`src/rtl/core_pkg.sv`:
```
// -----------------------------------------------------------------------------
// core_pkg
// Shared definitions for the unpipelined RISC-V core front end.
//   fetch_state_e    : fetch sequencer state encoding
//   NOP_INSTR        : canonical NOP (addi x0, x0, 0), shown to decode out of reset
//   RESET_PC_DEFAULT : default first fetch address after reset
//   pc_plus4()       : sequential next-PC, wraps modulo 2^32
// -----------------------------------------------------------------------------
package core_pkg;

  typedef enum logic [2:0] {
    ST_RESET = 3'd0,
    ST_REQ   = 3'd1,
    ST_WAIT  = 3'd2,
    ST_HOLD  = 3'd3,
    ST_FAULT = 3'd4
  } fetch_state_e;

  localparam logic [31:0] NOP_INSTR        = 32'h0000_0013;
  localparam logic [31:0] RESET_PC_DEFAULT = 32'h0000_0000;
  localparam logic [31:0] INSTR_BYTES      = 32'd4;

  // Plain 32-bit add; the carry out is dropped so 0xFFFF_FFFC wraps to 0.
  function automatic logic [31:0] pc_plus4(input logic [31:0] pc_i);
    return pc_i + INSTR_BYTES;
  endfunction

endpackage

```
`src/rtl/fetch_unit_pc_next_sel.sv`:
```
// -----------------------------------------------------------------------------
// pc_next_sel
// Combinational next-fetch-address mux.
// Optional feature macro: FETCH_MISALIGN_TRAP_EN
//   fetch_pc_i  in  32  current fetch address
//   pc_src_i    in  1   branch/jump taken for the consumed instruction
//   target_i    in  32  redirect address
//   next_pc_o   out 32  next fetch address
//   misalign_o  out 1   taken redirect to a non-word-aligned target
//                       (only with FETCH_MISALIGN_TRAP_EN)
// -----------------------------------------------------------------------------
module pc_next_sel
  import core_pkg::*;
(
  input  logic [31:0] fetch_pc_i,
  input  logic        pc_src_i,
  input  logic [31:0] target_i,
  output logic [31:0] next_pc_o
`ifdef FETCH_MISALIGN_TRAP_EN
  ,
  output logic        misalign_o
`endif
);

  logic [31:0] seq_pc;
  logic [31:0] redirect_pc;

  assign seq_pc = pc_plus4(fetch_pc_i);

`ifdef FETCH_MISALIGN_TRAP_EN
  // A misaligned target never reaches fetch_pc: the sequencer traps instead.
  assign redirect_pc = target_i;
  assign misalign_o  = pc_src_i & (target_i[1:0] != 2'b00);
`else
  // Without the trap the low bits are simply dropped to keep fetch word aligned.
  logic unused_target_lsb;
  assign unused_target_lsb = ^target_i[1:0];
  assign redirect_pc       = {target_i[31:2], 2'b00};
`endif

  assign next_pc_o = pc_src_i ? redirect_pc : seq_pc;

endmodule

```
`src/rtl/fetch_unit.sv`:
```
// -----------------------------------------------------------------------------
// fetch_unit
// Instruction fetch sequencer: owns the PC, issues one imem request at a time,
// holds the fetched word for decode, and applies the branch decision when
// decode accepts the word.
// Optional feature macro: FETCH_MISALIGN_TRAP_EN (adds FAULT state and
// the misaligned output).
//
//   clk          in  1   core clock
//   rst          in  1   asynchronous active-high reset
//   imem_req     out 1   fetch request
//   imem_addr    out 32  fetch address (word aligned)
//   imem_gnt     in  1   request accepted
//   imem_rvalid  in  1   imem_rdata valid
//   imem_rdata   in  32  fetched word
//   instr        out 32  instruction to decode
//   pc           out 32  address of instr
//   instr_valid  out 1   instr/pc valid
//   instr_ready  in  1   decode consumes instr
//   pc_src       in  1   redirect taken for consumed instruction
//   target       in  32  redirect address
//   misaligned   out 1   sticky fetch fault (FETCH_MISALIGN_TRAP_EN only)
//
// state    | meaning
// ---------+-----------------------------------------------------------
// ST_RESET | in reset; leaves on first edge after rst drops
// ST_REQ   | imem_req high, imem_addr = fetch_pc, waiting for imem_gnt
// ST_WAIT  | request granted, waiting for imem_rvalid
// ST_HOLD  | instr_valid high, waiting for instr_ready handshake
// ST_FAULT | misaligned redirect seen; parked until reset
// -----------------------------------------------------------------------------
module fetch_unit
  import core_pkg::*;
#(
  parameter logic [31:0] RESET_PC = RESET_PC_DEFAULT
) (
  input  logic        clk,
  input  logic        rst,
  output logic        imem_req,
  output logic [31:0] imem_addr,
  input  logic        imem_gnt,
  input  logic        imem_rvalid,
  input  logic [31:0] imem_rdata,
  output logic [31:0] instr,
  output logic [31:0] pc,
  output logic        instr_valid,
  input  logic        instr_ready,
  input  logic        pc_src,
  input  logic [31:0] target
`ifdef FETCH_MISALIGN_TRAP_EN
  ,
  output logic        misaligned
`endif
);

  fetch_state_e state_q, state_d;
  logic [31:0]  fetch_pc_q, fetch_pc_d;
  logic [31:0]  instr_q, instr_d;
  logic [31:0]  pc_q, pc_d;
  logic [31:0]  next_pc;

`ifdef FETCH_MISALIGN_TRAP_EN
  logic         target_misalign;
`endif

  pc_next_sel u_pc_next_sel (
    .fetch_pc_i (fetch_pc_q),
    .pc_src_i   (pc_src),
    .target_i   (target),
    .next_pc_o  (next_pc)
`ifdef FETCH_MISALIGN_TRAP_EN
    ,
    .misalign_o (target_misalign)
`endif
  );

  always_ff @(posedge clk or posedge rst) begin
    if (rst) begin
      state_q    <= ST_RESET;
      fetch_pc_q <= RESET_PC;
      instr_q    <= NOP_INSTR;
      pc_q       <= RESET_PC;
    end else begin
      state_q    <= state_d;
      fetch_pc_q <= fetch_pc_d;
      instr_q    <= instr_d;
      pc_q       <= pc_d;
    end
  end

  // rvalid/gnt outside their own state fall through untouched, which is what
  // discards responses still in flight across a reset.
  always_comb begin
    state_d    = state_q;
    fetch_pc_d = fetch_pc_q;
    instr_d    = instr_q;
    pc_d       = pc_q;
    unique case (state_q)
      ST_RESET: state_d = ST_REQ;
      ST_REQ: begin
        if (imem_gnt) state_d = ST_WAIT;
      end
      ST_WAIT: begin
        if (imem_rvalid) begin
          instr_d = imem_rdata;
          pc_d    = fetch_pc_q;
          state_d = ST_HOLD;
        end
      end
      ST_HOLD: begin
        if (instr_ready) begin
`ifdef FETCH_MISALIGN_TRAP_EN
          if (target_misalign) begin
            state_d = ST_FAULT;
          end else begin
            fetch_pc_d = next_pc;
            state_d    = ST_REQ;
          end
`else
          fetch_pc_d = next_pc;
          state_d    = ST_REQ;
`endif
        end
      end
`ifdef FETCH_MISALIGN_TRAP_EN
      ST_FAULT: state_d = ST_FAULT;
`endif
      default: state_d = ST_RESET;
    endcase
  end

  // Outputs come straight from registers or state decode only.
  assign imem_req    = (state_q == ST_REQ);
  assign imem_addr   = fetch_pc_q;
  assign instr       = instr_q;
  assign pc          = pc_q;
  assign instr_valid = (state_q == ST_HOLD);
`ifdef FETCH_MISALIGN_TRAP_EN
  assign misaligned  = (state_q == ST_FAULT);
`endif

endmodule
```
`config.mk`:
```
export PLATFORM = sky130hd
export DESIGN_NAME = fetch_unit
export DESIGN_NICKNAME = d
export VERILOG_FILES = /design/src/rtl/core_pkg.sv /design/src/rtl/fetch_unit_pc_next_sel.sv /design/src/rtl/fetch_unit.sv
export SDC_FILE = /design/constraint.sdc
export NUM_CORES = 1
export LEC_CHECK = 0
export ABC_AREA = 1
export BUFFER_PORTS_ARGS = -buffer_cell sky130_fd_sc_hd__clkbuf_2
export CAP_MARGIN = 20
export CORE_UTILIZATION = 45
export DETAILED_ROUTE_END_ITERATION = 8
export HOLD_SLACK_MARGIN = 0.05
export PLACE_DENSITY = 0.73
export SYNTH_ARGS = -nofsm -noshare
export SYNTH_HDL_FRONTEND = slang
export SYNTH_SLANG_ARGS = --single-unit
```
`constraint.sdc`:
```
create_clock -name clk -period 3.5 [get_ports clk]
set_clock_uncertainty 0.15 [all_clocks]
set_input_delay 1.05 -clock clk [delete_from_list [all_inputs] [get_ports clk]]
set_output_delay 1.05 -clock clk [all_outputs]
set_load 0.02 [all_outputs]
```
==> metrics <==
status=completed; post-synthesis adder-cell area fraction=0.0106; Synth Area in Compound Gates=0.0939; later-pin clock latency in the skew report=360 ps; Yosys warning total=0; Distinct cells, synth=28; worst vdd ir=391 µV; TritonCTS clock tree=done; Crit path arrival time=1200 ps; Num Clock Sinks=94; DIE WIDTH=104 µm; sequential share of the synthesized area=0.501; initial drt markers=385; fin area=5930 µm²; Syn Area/Cell=8.24 µm²; Storage cell area=2360 µm²; Multi-input gate area=2030 µm²; post-layout min period=2400 ps; worst-path maximum fanout=4; pwr/cell area=961 nW/µm²; commonest cells in the netlist=nand2_1, dfrtp_1, o21ai_0; drt wl/cell=14.3 µm; Simple-Gate Fraction of Synth Area=0.242; GRT Total Usage=0.237; Comb pwr share=0.456; Post-Route WL=12.4 mm; post-synthesis xor/xnor area fraction=0; clk slew on worst S/H paths=90 ps; Post-CTS Setup Bufs=0; Yosys top cell by area=dfrtp_1; Via-to-Cell Ratio=5.06; Inserted Clock Buffers=9; MaxCap Viol Count=0; floorplan row count=36; achievable clock frequency=417 MHz; Max-slew headroom=0.439; Internal=3150 µW; Flop pwr share=0.366; post_cts resized=0; CTS Root Cell=clkbuf_8; vias in the first global route=4109; Yosys reg bits=94; Ports=168; NetSw=2550 µW; Cell Area, Placed=5640 µm²; post-synthesis mux area share=0.0814; ranking of synthesized cells by area=dfrtp_1, nand2_1, mux2_2; number of remaining DRC errors=0; period utilization=0.686; WP data required=2300 ps; Cell Area, Synth=4700 µm²; Post-synth ARST share=1.00; setup tns final=0 ps; die area=10900 µm²; Clk network pwr share=0.178; first drt pass iteration count=5; hold buffer count at CTS=0; CP Launch Type=flip-flop; fraction of layout cells with a size suffix above 1=0.327; top-count cell post-synth=nand2_1; CP Capture Type=output port; PortBufs=161; CTS Buffer Depth=2; via count of the routed design=4379; initial antenna violation count=0; number of H-tree levels=3; Die H=104 µm; RSZ-0062 raised after global routing=false; Starting Density=0.472; Antenna Violating Nets Remaining=0; # diodes=0; Final setup viols=0; GPL Wtd Cong=0.916; Pleak=0.00307 µW; Hold Fails Final Rpt=0; Hold Worst Slack=340 ps; CP Class=flip-flop to output port; post-DP HPWL=9.41 mm; largest net degree at the start of global routing=63; Hold Path Class=flip-flop to flip-flop; floorplan core area=9950 µm²; Area Overhead vs Synth=26.1%; first-pass GRT wire length=20.3 mm; most used flip-flop cell after synthesis=dfrtp_1; Post-synth EDFFs=0; nets=802; Cells after Synth=571; Sw Share=0.447; combinational family with the most area after synthesis=simple AND/OR/NAND/NOR gates; max-slew violations=0; Synth top area share=0.484; fill count=905; R2R setup slack=1340 ps; Slew @ Worst Pin=839 ps; global route overflow=0
## area by class of cell
cell class,instances,area share
multi-input cells,399,0.342
inverters,56,0.0361
clock buffers,9,0.0209
well taps,133,0.0281
repair buffers,168,0.147
clock inverters,7,0.0283
flip-flops and latches,94,0.397
## layer usage
metal / wire length, µm / up-vias / part of all wire / track usage
met5: 0 / - / 0 / 0
met1: 5610 / 2039 / 0.45 / 0.329
li1: - / 2142 / - / -
met4: 340 / 0 / 0.027 / 0.112
met3: 726 / 21 / 0.058 / 0.0263
met2: 5750 / 177 / 0.46 / 0.373
## power groups by stage
| stage | clock, µW | combinational, µW | sequential (µW) |
|---|---|---|---|
| after floorplan | 0 | 1080 | 2660 |
| after global placement | 0 | 2560 | 2070 |
| after detailed placement | 0 | 2610 | 2100 |
| after CTS | 1040 | 2620 | 2080 |
| after global routing | 1070 | 2840 | 2160 |
| final | 1010 | 2600 | 2090 |
## metrics by stage
step	std cells	util	setup WS [ps]	power (µW)
after global routing	866	0.596	1040	6080
after global placement	850	0.566	917	4630
after CTS	866	0.596	1080	5730
after detailed placement	850	0.566	849	4710
after floorplan	574	-	1200	3740
final	866	0.596	1100	5700
## worst paths after layout
kind | start | to | cells after the start
max reg2reg | state_q[0] | pc[24] | 6
min | pc[22] | pc[22] | 2
max | state_q[1] | imem_req | 3
min in group asynchronous | rst | pc[11] | 2
min reg2reg | pc[22] | pc[22] | 2
max in group asynchronous | rst | instr[4] | 3
## worst max-delay path: stages, from the launching register on
cell	delay, ps
dfrtp_1	420
inv_1	70
ha_1	180
clkbuf_2	190
## cells by family (layout without fill, tap and decap cells)
kind of cell / Yosys count / in the layout
adder cells (fa/ha/maj): 4 / 4
flip-flops: 94 / 94
other: 1 / 4
buffers and inverters: 81 / 240
multiplexers: 34 / 34
AO/OA/AOI/OAI: 85 / 85
AND/OR/NAND/NOR: 272 / 272
## state kept, by name, summed over array words and instances, names as in the netlist
signal,flops
instr,32
state_q,2
pc,30
imem_addr,30
## cells in the final DEF (no fill, tap or decap), types with 3 or more instances in the layout
master and instances:
a21oi_1 17, buf_4 6, bufinv_16 5, clkbuf_2 161, clkbuf_8 9, conb_1 4
dfrtp_1 91, dfstp_2 3, ha_1 4, inv_1 54, mux2_2 34, nand2_1 159
nand2_2 7, nand3_1 30, nor2_1 57, nor2_2 6, nor2_4 4, nor3_1 6
o21ai_0 61
No activity file was read; power rests on OpenSTA's default activity.
